**config.mk**
```make
export PLATFORM = sky130hd
export DESIGN_NAME = wireless_host
export DESIGN_NICKNAME = d
export VERILOG_FILES = /design/src/rtl/wireless_host.sv
export SDC_FILE = /design/constraint.sdc
export NUM_CORES = 1
export LEC_CHECK = 0
export ABC_AREA = 1
export CAP_MARGIN = 10
export CORE_MARGIN = 4
export CORE_UTILIZATION = 49
export CTS_CLUSTER_SIZE = 25
export DETAILED_ROUTE_END_ITERATION = 6
export GPL_ROUTABILITY_DRIVEN = 0
export PLACE_DENSITY = 0.75
export SLEW_MARGIN = 30
export SYNTH_ARGS = -nofsm -noshare
export SYNTH_HDL_FRONTEND = slang
export SYNTH_SLANG_ARGS = --single-unit
```
**constraint.sdc**
```tcl
create_clock -name clk -period 1.75 [get_ports clk]
set_input_delay 0.525 -clock clk [delete_from_list [all_inputs] [get_ports clk]]
set_output_delay 0.525 -clock clk [all_outputs]
set_load 0.05 [all_outputs]
```
**src/rtl/wireless_host.sv**
```systemverilog
// wireless_host: host-side initiator for the single-byte request/response
// bike-controller protocol. Polls heart rate, resolved angle and speed
// (codes 1-4) and pushes heart-cap / wheel-size config (codes 5/6 + value).
module wireless_host #(
    parameter int unsigned POLL_INTERVAL = 1_000_000,
    parameter int unsigned RESP_TIMEOUT  = 50_000
) (
    input  logic       clk,
    input  logic       rst_n,
    output logic       transmit,
    output logic [7:0] tx_byte,
    input  logic       received,
    input  logic [7:0] rx_byte,
    input  logic       is_transmitting,
    input  logic       recv_error,
    input  logic       cfg_req,
    input  logic       cfg_sel,
    input  logic [7:0] cfg_value,
    output logic [7:0] heartRate,
    output logic [9:0] resolvedAngle,
    output logic [7:0] speed,
    output logic       data_valid,
    output logic       timeout_err,
    output logic       cfg_busy,
    output logic       cfg_done,
    output logic       cfg_ok
);

    localparam int unsigned PI_W = (POLL_INTERVAL > 1) ? $clog2(POLL_INTERVAL) : 1;
    localparam int unsigned RT_W = (RESP_TIMEOUT > 1) ? $clog2(RESP_TIMEOUT) : 1;
    localparam logic [PI_W-1:0] POLL_LAST = PI_W'(POLL_INTERVAL - 1);
    localparam logic [RT_W-1:0] RESP_LAST = RT_W'(RESP_TIMEOUT - 1);

    typedef enum logic [1:0] {
        IDLE,
        SEND,
        WAIT_RESP,
        COMMIT
    } state_t;

    state_t state, state_d;

    // Transaction context: step is the poll step (0..3 -> codes 1..4)
    // or the config phase (0 = code byte, 1 = value byte).
    logic [1:0]      step;
    logic            is_cfg;
    logic            cfg_sel_q;
    logic [7:0]      cfg_val_q;
    logic [PI_W-1:0] poll_cnt;
    logic [RT_W-1:0] resp_cnt;

    // Shadow registers filled step by step during a poll.
    logic [7:0] sh_hr;
    logic [1:0] sh_sign;
    logic [7:0] sh_ang;
    logic [7:0] sh_spd;

    // Committed poll results.
    logic [7:0] hr_q;
    logic [9:0] ang_q;
    logic [7:0] spd_q;

    // Decoded control from the next-state logic.
    logic       start_cfg;
    logic       start_poll;
    logic       got_reply;
    logic       step_adv;
    logic       cfg_end;
    logic       cfg_end_ok;
    logic [7:0] cur_code;

    // Byte to send for the current step of the current transaction.
    always_comb begin
        cur_code = '0;
        if (is_cfg) begin
            if (step == 2'd0) cur_code = cfg_sel_q ? 8'd6 : 8'd5;
            else              cur_code = cfg_val_q;
        end else begin
            cur_code = 8'(step) + 8'd1;
        end
    end

    // State register.
    always_ff @(posedge clk or negedge rst_n) begin
        if (!rst_n) state <= IDLE;
        else        state <= state_d;
    end

    // Next-state decode and pulse outputs.
    always_comb begin
        state_d     = state;
        transmit    = 1'b0;
        tx_byte     = '0;
        timeout_err = 1'b0;
        data_valid  = 1'b0;
        start_cfg   = 1'b0;
        start_poll  = 1'b0;
        got_reply   = 1'b0;
        step_adv    = 1'b0;
        cfg_end     = 1'b0;
        cfg_end_ok  = 1'b0;
        case (state)
            IDLE: begin
                if (cfg_req) begin
                    start_cfg = 1'b1;
                    state_d   = SEND;
                end else if (poll_cnt == POLL_LAST) begin
                    start_poll = 1'b1;
                    state_d    = SEND;
                end
            end
            SEND: begin
                tx_byte = cur_code;
                if (!is_transmitting) begin
                    transmit = 1'b1;
                    state_d  = WAIT_RESP;
                end
            end
            WAIT_RESP: begin
                // Error beats a simultaneous reply; a reply beats the timeout.
                if (recv_error || (!received && resp_cnt == RESP_LAST)) begin
                    timeout_err = 1'b1;
                    cfg_end     = is_cfg;
                    state_d     = IDLE;
                end else if (received) begin
                    got_reply = 1'b1;
                    if (is_cfg) begin
                        if (step == 2'd0 && rx_byte == 8'd1) begin
                            step_adv = 1'b1;
                            state_d  = SEND;
                        end else begin
                            cfg_end    = 1'b1;
                            cfg_end_ok = (step != 2'd0) && (rx_byte == 8'd1);
                            state_d    = IDLE;
                        end
                    end else if (step == 2'd3) begin
                        state_d = COMMIT;
                    end else begin
                        step_adv = 1'b1;
                        state_d  = SEND;
                    end
                end
            end
            COMMIT: begin
                data_valid = 1'b1;
                state_d    = IDLE;
            end
            default: state_d = IDLE;
        endcase
    end

    // Interval counter runs only while idling; cleared on every exit from IDLE
    // so each transaction end restarts the poll interval from zero.
    always_ff @(posedge clk or negedge rst_n) begin
        if (!rst_n)                                   poll_cnt <= '0;
        else if (state == IDLE && state_d == IDLE)    poll_cnt <= poll_cnt + 1'b1;
        else                                          poll_cnt <= '0;
    end

    // Reply timeout counter, zero on the first WAIT_RESP cycle after transmit.
    always_ff @(posedge clk or negedge rst_n) begin
        if (!rst_n)                  resp_cnt <= '0;
        else if (state == WAIT_RESP) resp_cnt <= resp_cnt + 1'b1;
        else                         resp_cnt <= '0;
    end

    // Transaction context; config inputs are latched at acceptance.
    always_ff @(posedge clk or negedge rst_n) begin
        if (!rst_n) begin
            step      <= '0;
            is_cfg    <= 1'b0;
            cfg_sel_q <= 1'b0;
            cfg_val_q <= '0;
        end else if (start_cfg) begin
            step      <= '0;
            is_cfg    <= 1'b1;
            cfg_sel_q <= cfg_sel;
            cfg_val_q <= cfg_value;
        end else if (start_poll) begin
            step   <= '0;
            is_cfg <= 1'b0;
        end else if (step_adv) begin
            step <= step + 2'd1;
        end
    end

    // Poll replies land in the shadow for the current step.
    always_ff @(posedge clk or negedge rst_n) begin
        if (!rst_n) begin
            sh_hr   <= '0;
            sh_sign <= '0;
            sh_ang  <= '0;
            sh_spd  <= '0;
        end else if (got_reply && !is_cfg) begin
            case (step)
                2'd0:    sh_hr   <= rx_byte;
                2'd1:    sh_sign <= rx_byte[1:0];
                2'd2:    sh_ang  <= rx_byte;
                default: sh_spd  <= rx_byte;
            endcase
        end
    end

    // Committed results, copied from the shadows when leaving COMMIT.
    always_ff @(posedge clk or negedge rst_n) begin
        if (!rst_n) begin
            hr_q  <= '0;
            ang_q <= '0;
            spd_q <= '0;
        end else if (state == COMMIT) begin
            hr_q  <= sh_hr;
            ang_q <= {sh_sign, sh_ang};
            spd_q <= sh_spd;
        end
    end

    // The shadows are forwarded during COMMIT so the new values are already
    // on the outputs in the same cycle as the data_valid pulse.
    assign heartRate     = (state == COMMIT) ? sh_hr : hr_q;
    assign resolvedAngle = (state == COMMIT) ? {sh_sign, sh_ang} : ang_q;
    assign speed         = (state == COMMIT) ? sh_spd : spd_q;

    // Config status: busy from acceptance through the cycle of cfg_done.
    always_ff @(posedge clk or negedge rst_n) begin
        if (!rst_n) begin
            cfg_busy <= 1'b0;
            cfg_done <= 1'b0;
            cfg_ok   <= 1'b0;
        end else begin
            cfg_done <= cfg_end;
            if (cfg_end) cfg_ok <= cfg_end_ok;
            if (start_cfg)     cfg_busy <= 1'b1;
            else if (cfg_done) cfg_busy <= 1'b0;
        end
    end

endmodule

```
==> impl_metrics.yaml, run 1 <==
synthesis:
  synth_area_um2: 4710
  ys_seq_elements: 105
  synth_area_leaders: "dfrtp_1 (56%), nand2_1 (13%), nor2_1 (4.4%)"
  yosys-mux-area-fraction: 0.0215
  synth_fp_nets: 571
  synthCells: 542
  synth_common_cells: "nand2_1 (163), dfrtp_1 (105), nor2_1 (55)"
  async_flop_share: 1.00
  synth.most_common_cell: "nand2_1"
  yosys.area_share.simple: 0.254
  ys_types: 31
  synth_flop_cell: "dfrtp_1"
  synth_xor_area_frac: 0.0279
  synth.largest_area_cell: "dfrtp_1"
  synth_fa_ha_area_frac: 0.0159
  yosysWarnings: 0
  syn_avg_cell_area_um2: 8.69
  synth.top_cell.area_share: 0.558
  yosysSeqAreaShare: 0.558
  synth_top_family_by_area: "simple AND/OR/NAND/NOR gates"
  synth_compound_area_frac: 0.0656
  synth_edf_count: 0
clocking:
  cts_sinks: 105
  path_clk_slew_ns: 0.11
  cts-hold-fix-buffers: 0
  cts_buffer_depth: 2
  clock_latency_ns: 0.38
  cts-root-buf: "clkbuf_8"
  cts_buffers: 9
  h-tree-depth: 3
  cts_tree: "yes"
sta:
  skew_ns: 0.0143
  worstMarginPinSlew_ns: 0.636
  fin_ws_ns: -0.453
  fmax_ghz: 0.454
  rsz0062_at_grt: "true"
  fin_tns_setup_ns: -21.66
  setup_viol: 86
  final.min_clock_period_ns: 2.20
  relSlewSlack: 0.573
  finalCritPeriodShare: 1.26
  hold_violations: 0
  slew_violations: 0
  whs_ns: 0.0446
setup_path:
  cp_data_arrival_time_ns: 1.68
  cp_slowest_cell: "dfrtp_1"
  cp_top_family: "flip-flops"
  critPathKind: "register to output pin"
  reg2reg_to: "sh_sign[1]"
  cp_num_cells: 6
  endpoint_kind: "output pin"
  rr_worst_depth: 11
  slowest_delay_ns: 0.39
  cp_max_fo: 5
  r2r_start: "state[1]"
  required_ns: 1.22
  start_kind: "register"
  rrSetupSlack_ns: -0.30
  worstPathCellList: "inv_2 > ha_4 > inv_6 > nand2_4 > a311oi_4 > buf_12"
  cp_num_buf_inv: 3
die:
  dieArea_um2: 11200
  die-height_um: 106
  die_w_um: 106
  core_um2: 9280
  start_util: 0.507
  row_count: 35
  ioPinCount: 63
cells_and_area:
  syn_to_final_growth_pct: 68.5
  fin_area_um2: 7940
  final_cells: 830
  nets: 726
  seqCellArea_um2: 2630
  diodes: 0
  multi_input_area_um2: 2770
  fillers: 386
  drive_above_1_share: 0.447
routing:
  routedWlPerCell_um: 23.4
  wirelength_um: 19500
  via_per_inst: 6.01
  drc: 0
  ant_nets: 0
  drtIter0Drc: 472
  vias: 4991
  dr.pass1.iters: 6
power_and_ir_drop:
  p_total_w: 0.00920
  p_leak_nw: 3.84
  vdd.ir_drop.worst_uv: 921
  powerDensity_nw_per_um2: 1160
placed_design:
  dp_hpwl_um: 8440
  port-buffer-count: 62
  placed_area_um2: 6130
  dp.cells: 763
global_route:
  grt_pass1_wl_um: 22700
  antenna_found_initial: 0
  grt_pass1_vias: 4507
  grt_max_degree: 36
  track_usage: 0.258
  grt.overflow.total: 0
hold_path:
  hp-class: "input pin to async pin"
status:
  status: "complete, but fails checks"
  violations: "negative setup slack"
flow_run:
  maxCapViolCount: 0
## worst reg2reg max path, stage by stage (launching register included)
cell      delay [ns]
dfrtp_1         0.44
inv_2           0.08
buf_6           0.13
nor2_4          0.13
clkinv_4        0.08
buf_6           0.12
nor3_4          0.38
buf_4           0.20
buf_6           0.11
nand3_4         0.11
nand2_2         0.11
o21ai_2         0.06
## worst max-delay path by stage
| stage | from | to | slack [ns] |
|---|---|---|---|
| 2_1_floorplan | step[0] | tx_byte[1] | -0.12 |
| 3_3_place_gp | received | timeout_err | -0.42 |
| 3_5_place_dp | received | timeout_err | -0.45 |
| 4_1_cts | step[1] | tx_byte[3] | -0.41 |
| 5_1_grt | resp_cnt[1] | timeout_err | -0.52 |
| 6_report | step[0] | tx_byte[1] | -0.45 |
## placed cells by master (no fill, tap or decap), types with 5 or more instances in the layout
cell type        count
nor2_4               5
nand4_1             10
dfrtp_1            103
clkdlybuf4s50_1     19
o21ai_0             12
buf_4               70
a21oi_1              6
nand2_1             69
nor2_1              48
o21ai_1             10
nand2_4             75
inv_1               47
clkbuf_8             9
nor3_1              13
buf_8               27
mux2_2               9
inv_2                5
buf_12              24
nand2_2             19
xor2_1              10
nor3b_4              5
buf_6                5
xnor2_1              5
o21ai_2             18
nand3_1             25
## logic make-up (layout without fill, tap and decap cells)
logic type,after synthesis,count (layout)
muxes,9,9
xor gates and xnor gates,15,15
and+or+nand+nor,282,283
buffers and inverters,67,225
adders and majority gates,6,6
AOI/OAI and AO/OA,58,58
DFF,105,105
## stage by stage
stage	utilization	setup WS (ns)
final	0.855	-0.453
after global placement	0.661	-0.419
after global routing	0.855	-0.519
after detailed placement	0.661	-0.450
after CTS	0.767	-0.408
after floorplan	-	-0.122
## sequential cells by signal (all words and copies together) (netlist names), 2 cells and up
register and flops:
sh_hr 8, spd_q 8, poll_cnt 20, resp_cnt 16, sh_spd 8, ang_q 10
hr_q 8, sh_ang 8, sh_sign 2, step 2, state 2, cfg_val_q 8
## final cells by class
class | count | area share
multi-input combinational | 371 | 0.350
sequential | 105 | 0.331
timing repair buffer | 155 | 0.238
inverter | 55 | 0.0289
tap | 129 | 0.0203
clock inverter | 5 | 0.0162
clock buffer | 10 | 0.0161
## report_power, final
part	internal, W	leakage (nW)	total (W)	switching [W]
Clock	0.00109	0.127	0.00199	0.000900
Sequential	0.00277	1.42	0.00318	0.000414
Combinational	0.00184	2.29	0.00403	0.00219
## what timing repair did
action | CTS | global route
gates resized for setup | 139 | 140
gates cloned | 4 | 5
endpoints found under the setup margin | 37 | 90
pin swaps | 28 | 40
buffers inserted | 20 | 28
## layer usage
metal,routed length (um),share of wire,vias up,GRT usage
li1,-,-,2042,-
met4,1440,0.074,0,0.0999
met3,1710,0.088,144,0.0674
met2,9600,0.49,383,0.433
met1,6700,0.34,2422,0.320
met5,0,0,-,0
Note: power is estimated with default switching activity, not from simulation.
==> inputs of run 2 (changes only) <==
--- a/config.mk
+++ b/config.mk
@@ -6,13 +6,15 @@
 export NUM_CORES = 1
 export LEC_CHECK = 0
 export ABC_AREA = 1
-export CAP_MARGIN = 10
+export CAP_MARGIN = 15
+export CELL_PAD_IN_SITES_DETAIL_PLACEMENT = 2
+export CELL_PAD_IN_SITES_GLOBAL_PLACEMENT = 2
 export CORE_MARGIN = 4
-export CORE_UTILIZATION = 49
+export CORE_UTILIZATION = 30
 export CTS_CLUSTER_SIZE = 25
 export DETAILED_ROUTE_END_ITERATION = 6
 export GPL_ROUTABILITY_DRIVEN = 0
-export PLACE_DENSITY = 0.75
+export PLACE_DENSITY_LB_ADDON = 0.1
 export SLEW_MARGIN = 30
 export SYNTH_ARGS = -nofsm -noshare
 export SYNTH_HDL_FRONTEND = slang
==> run 2 against run 1 <==
Compared with the run above:
- the run still ends with negative setup slack left
- clock power rose by 8%
- critical path depth did not move
- design area fell by 2.3%
- clock skew fell by 0.0031 ns
- core utilization fell by 35 points
- critical path type unchanged
- largest power group unchanged
- highest routed layer unchanged
==> impl_metrics.yaml, run 2 (synthesis gave the netlist of run 1 again) <==
die:
  die-height_um: 133
  ioPinCount: 63
  row_count: 45
  die_w_um: 133
  start_util: 0.308
  core_um2: 15300
  dieArea_um2: 17800
cells_and_area:
  syn_to_final_growth_pct: 64.6
  nets: 714
  fillers: 1537
  largest_reg_flops: 20
  diodes: 0
  drive_above_1_share: 0.413
  final_common_cell: "dfrtp_1"
  reg_top3: "poll_cnt: 20 flops, resp_cnt: 16 flops, ang_q: 10 flops"
  top_register: "poll_cnt"
  layout_common_cells: "dfrtp_1 (102), nand2_1 (75), buf_4 (64)"
clocking:
  path_clk_slew_ns: 0.08
  cts_buffers: 9
  cts_tree: "yes"
  cts_buffer_depth: 2
  cts_sinks: 105
  h-tree-depth: 3
  cts-root-buf: "clkbuf_16"
  clock_latency_ns: 0.36
status:
  status: "complete, but fails checks"
  violations: "negative setup slack"
routing:
  ant_nets: 0
  routedWlPerCell_um: 19.2
  topRoutingLayerUsed: "met4"
  drc: 0
  via_per_inst: 4.75
  met2_length_um: 9100
  wl_met3_um: 491
  wirelength_um: 17300
  vias: 4281
  drt-met1-wl_um: 7400
  drtIter0Drc: 112
  dr.pass1.iters: 4
setup_path:
  reg2reg_to: "sh_ang[2]"
  worstPathCellList: "inv_2 > ha_4 > inv_6 > nand2_4 > a311oi_4 > buf_12"
  cp_max_fo: 5
  cp_slowest_cell: "dfrtp_1"
  rrSetupSlack_ns: 0.05
  rr_worst_depth: 8
  r2r_start: "state[0]"
  cp_data_arrival_time_ns: 1.62
  critPathKind: "register to output pin"
  required_ns: 1.22
  slowest_delay_ns: 0.38
  endpoint_kind: "output pin"
  start_kind: "register"
sta:
  fin_tns_setup_ns: -12.23
  finalCritPeriodShare: 1.22
  worstMarginPinSlew_ns: 0.363
  slew_violations: 0
  setup_viol: 37
  skew_ns: 0.0111
  whs_ns: 0.143
  fin_ws_ns: -0.391
  rsz0062_at_grt: "true"
  hold_violations: 0
  relSlewSlack: 0.756
  final.min_clock_period_ns: 2.14
  fmax_ghz: 0.467
global_route:
  grt_max_degree: 65
  track_usage: 0.190
  grt.overflow.total: 0
  antenna_found_initial: 0
  grt_pass1_wl_um: 26500
  grt_pass1_vias: 4790
power_and_ir_drop:
  powerDensity_nw_per_um2: 1170
  p_total_w: 0.00906
  vdd.ir_drop.worst_uv: 788
  p_leak_nw: 3.63
placed_design:
  dp_hpwl_um: 10800
  port-buffer-count: 62
flow_run:
  maxCapViolCount: 0
hold_path:
  hp-class: "input pin to async pin"
run 2: metrics by stage:
step,std cells,cell area (um^2),utilization,setup WS (ns)
6_report,901,7750,0.506,-0.391
5_1_grt,901,7750,0.506,-0.444
4_1_cts,888,7410,0.484,-0.403
3_5_place_dp,854,6300,0.412,-0.472
3_3_place_gp,854,6300,0.412,-0.419
2_1_floorplan,542,4970,-,-0.122
run 2: final cells by class:
class | instances | area, um^2 | share of cell area
Clock buffer | 9 | 225 | 0.0290
Tap cell | 211 | 264 | 0.0340
Sequential cell | 105 | 2630 | 0.339
Timing Repair Buffer | 144 | 1740 | 0.224
Inverter | 55 | 226 | 0.0292
Multi-Input combinational cell | 370 | 2590 | 0.334
Clock inverter | 7 | 75.1 | 0.00968
run 2: how the worst max path moves through the flow:
stage,start,end,slack (ns)
6_report,step[0],tx_byte[1],-0.39
5_1_grt,resp_cnt[0],timeout_err,-0.44
4_1_cts,step[0],tx_byte[1],-0.40
3_5_place_dp,received,timeout_err,-0.47
3_3_place_gp,received,timeout_err,-0.42
2_1_floorplan,step[0],tx_byte[1],-0.12
run 2: repair_timing:
action | 4_1_cts | 5_1_grt
setup endpoints to repair | 41 | 93
hold buffers | 0 | 0
gates resized for setup | 164 | 55
buffers inserted | 13 | 11
cloned | 5 | 2
pin swaps | 34 | 19
run 2: critical path, delay by kind of cell (launching register included):
| family | cells | cell delay, ns |
|---|---|---|
| flip-flops | 1 | 0.38 |
| AND/OR/NAND/NOR | 1 | 0.05 |
| buffers and inverters | 3 | 0.34 |
| AO/OA/AOI/OAI | 1 | 0.29 |
| adder cells (fa/ha/maj) | 1 | 0.20 |
run 2: where the power goes:
group | internal [W] | switching, W
Clock | 0.00113 | 0.00103
Combinational | 0.00177 | 0.00201
Sequential | 0.00277 | 0.000353
run 2: layer usage:
| metal | up-vias | global-route usage |
|---|---|---|
| met5 | - | 0 |
| met4 | 0 | 0.0571 |
| met3 | 17 | 0.0434 |
| met2 | 69 | 0.334 |
| met1 | 2178 | 0.231 |
| li1 | 2017 | - |
==> inputs of run 3 (changes only) <==
--- a/config.mk
+++ b/config.mk
@@ -9,7 +9,6 @@
 export CAP_MARGIN = 15
 export CELL_PAD_IN_SITES_DETAIL_PLACEMENT = 2
 export CELL_PAD_IN_SITES_GLOBAL_PLACEMENT = 2
-export CORE_MARGIN = 4
 export CORE_UTILIZATION = 30
 export CTS_CLUSTER_SIZE = 25
 export DETAILED_ROUTE_END_ITERATION = 6
==> run 3 against run 2 <==
Compared with the run above:
- cell count increased by 1.4%
- worst setup slack got worse by 0.0029 ns
- critical path type unchanged
- clock power increased by 6%
- the run still ends with negative setup slack left
- design area increased by 0.55%
- combinational power decreased by 3%
==> impl_metrics.yaml, run 3 (synthesis gave the netlist of run 1 again) <==
sta:
  fin_ws_ns: -0.394
  slew_violations: 0
  relSlewSlack: 0.710
  setup_viol: 39
  final.min_clock_period_ns: 2.14
  fmax_ghz: 0.466
  worstMarginPinSlew_ns: 0.434
  skew_ns: 0.0133
  hold_violations: 0
  rsz0062_at_grt: "true"
  finalCritPeriodShare: 1.23
clocking:
  cts_buffers: 9
  cts_sinks: 105
  clock_latency_ns: 0.37
  cts_buffer_depth: 2
  cts-root-buf: "clkbuf_16"
  cts_tree: "yes"
  path_clk_slew_ns: 0.08
  cts-hold-fix-buffers: 0
  h-tree-depth: 3
routing:
  drc: 0
  vias: 4350
  drtIter0Drc: 96
  via_per_inst: 4.76
  topRoutingLayerUsed: "met4"
  ant_nets: 0
  dr.pass1.iters: 4
  met2_length_um: 9080
  drt-met1-wl_um: 7050
  routedWlPerCell_um: 18.5
  wl_met3_um: 527
  wirelength_um: 17000
die:
  row_count: 45
  start_util: 0.309
  die_w_um: 127
  dieArea_um2: 16200
  die-height_um: 127
  core_um2: 15300
  ioPinCount: 63
power_and_ir_drop:
  power_frac_comb: 0.407
  share_seq_of_total_power: 0.342
  powerDensity_nw_per_um2: 1160
  p_leak_nw: 3.93
  p_switching_w: 0.00331
  vdd.ir_drop.worst_uv: 626
  intPower_w: 0.00573
  p_clk_frac: 0.251
  switching_share: 0.366
setup_path:
  endpoint_kind: "output pin"
  cp_data_arrival_time_ns: 1.62
  cp_max_fo: 2
  crit_path_frequent_cell: "nor2_4"
  cp_slowest_cell: "dfrtp_1"
  critPathKind: "register to output pin"
  slowest_delay_ns: 0.37
  required_ns: 1.22
  cp_num_buf_inv: 2
  rrSetupSlack_ns: -0.02
  worstPathCellList: "ha_2 > nand2_2 > inv_2 > nand2_4 > nor2_4 > a21oi_4 > nor2_4 > buf_12"
  start_kind: "register"
  cp_top_family: "simple AND/OR/NAND/NOR gates"
cells_and_area:
  fillers: 1543
  diodes: 0
  layout_common_cells: "dfrtp_1 (103), nand2_1 (93), buf_4 (80)"
  multi_input_area_um2: 2530
  top_register: "poll_cnt"
  final_common_cell: "dfrtp_1"
  fin_util: 0.511
  nets: 727
  reg_top3: "poll_cnt: 20 flops, resp_cnt: 16 flops, ang_q: 10 flops"
  largest_reg_flops: 20
  drive_above_1_share: 0.385
  syn_to_final_growth_pct: 65.5
  seqCellArea_um2: 2630
global_route:
  track_usage: 0.222
  grt_max_degree: 25
  grt.overflow.total: 0
  grt_pass1_wl_um: 27100
  grt_pass1_vias: 4939
  antenna_found_initial: 0
placed_design:
  port-buffer-count: 62
  dp_hpwl_um: 11100
  place_ws_ns: -0.540
status:
  violations: "negative setup slack"
  status: "complete, but fails checks"
flow_run:
  maxCapViolCount: 0
hold_path:
  hp-class: "input pin to async pin"
==> run 3: cell types whose count changed in the layout (fill, tap and decap cells not counted), moves of 6 or more <==
cell,delta
buf_4,+16
nand2_1,+18
nand2_2,-15
nand2_4,-6
==> run 3: path summary, 6_finish.rpt <==
check / startpoint / to / cells past startpoint
max in group asynchronous: rst_n / state[0] / 2
min in group clk: cfg_val_q[5] / cfg_val_q[5] / 1
worst max register to register: step[1] / step[0] / 12
worst min register to register: cfg_val_q[5] / cfg_val_q[5] / 1
worst min-delay path: rst_n / ang_q[1] / 1
worst max-delay path: resp_cnt[1] / timeout_err / 8
==> run 3: per-stage QoR <==
| step | total power, W | instances | cell area, um^2 | TNS [ns] | hold slack [ns] |
|---|---|---|---|---|---|
| 2_1_floorplan | 0.00462 | 542 | 4970 | -0.641 | 0.229 |
| 3_3_place_gp | 0.00576 | 857 | 6340 | -8.65 | 0.464 |
| 3_5_place_dp | 0.00589 | 857 | 6340 | -11.00 | 0.474 |
| 6_report | 0.00904 | 914 | 7800 | -11.84 | 0.0958 |
| 5_1_grt | 0.00947 | 914 | 7800 | -14.19 | 0.105 |
| 4_1_cts | 0.00891 | 895 | 7510 | -11.97 | 0.0964 |
==> run 3: power by group through the flow <==
stage	registers (W)	logic, W	clock network [W]
floorplan	0.00299	0.00163	0
global placement	0.00303	0.00273	0
finish	0.00310	0.00368	0.00227
global route	0.00314	0.00392	0.00241
CTS	0.00307	0.00352	0.00232
detailed placement	0.00306	0.00284	0
==> run 3: layout make-up <==
cell class	count	share of cell area
Clock inverter	7	0.0128
Tap cell	211	0.0339
Sequential cell	105	0.337
Clock buffer	9	0.0289
Multi-Input combinational cell	370	0.325
Inverter	55	0.0287
Timing Repair Buffer	157	0.234
==> run 3: layer usage <==
layer	vias up	GRT usage
met5	-	0
met4	0	0.0609
met3	18	0.0494
met2	72	0.408
met1	2217	0.259
li1	2043	-
==> run 3: repair_timing <==
item	in CTS	in global routing
gates resized for setup	154	35
pin swaps	24	24
endpoints found under the setup margin	38	87
setup buffers	18	21
cloned	5	0
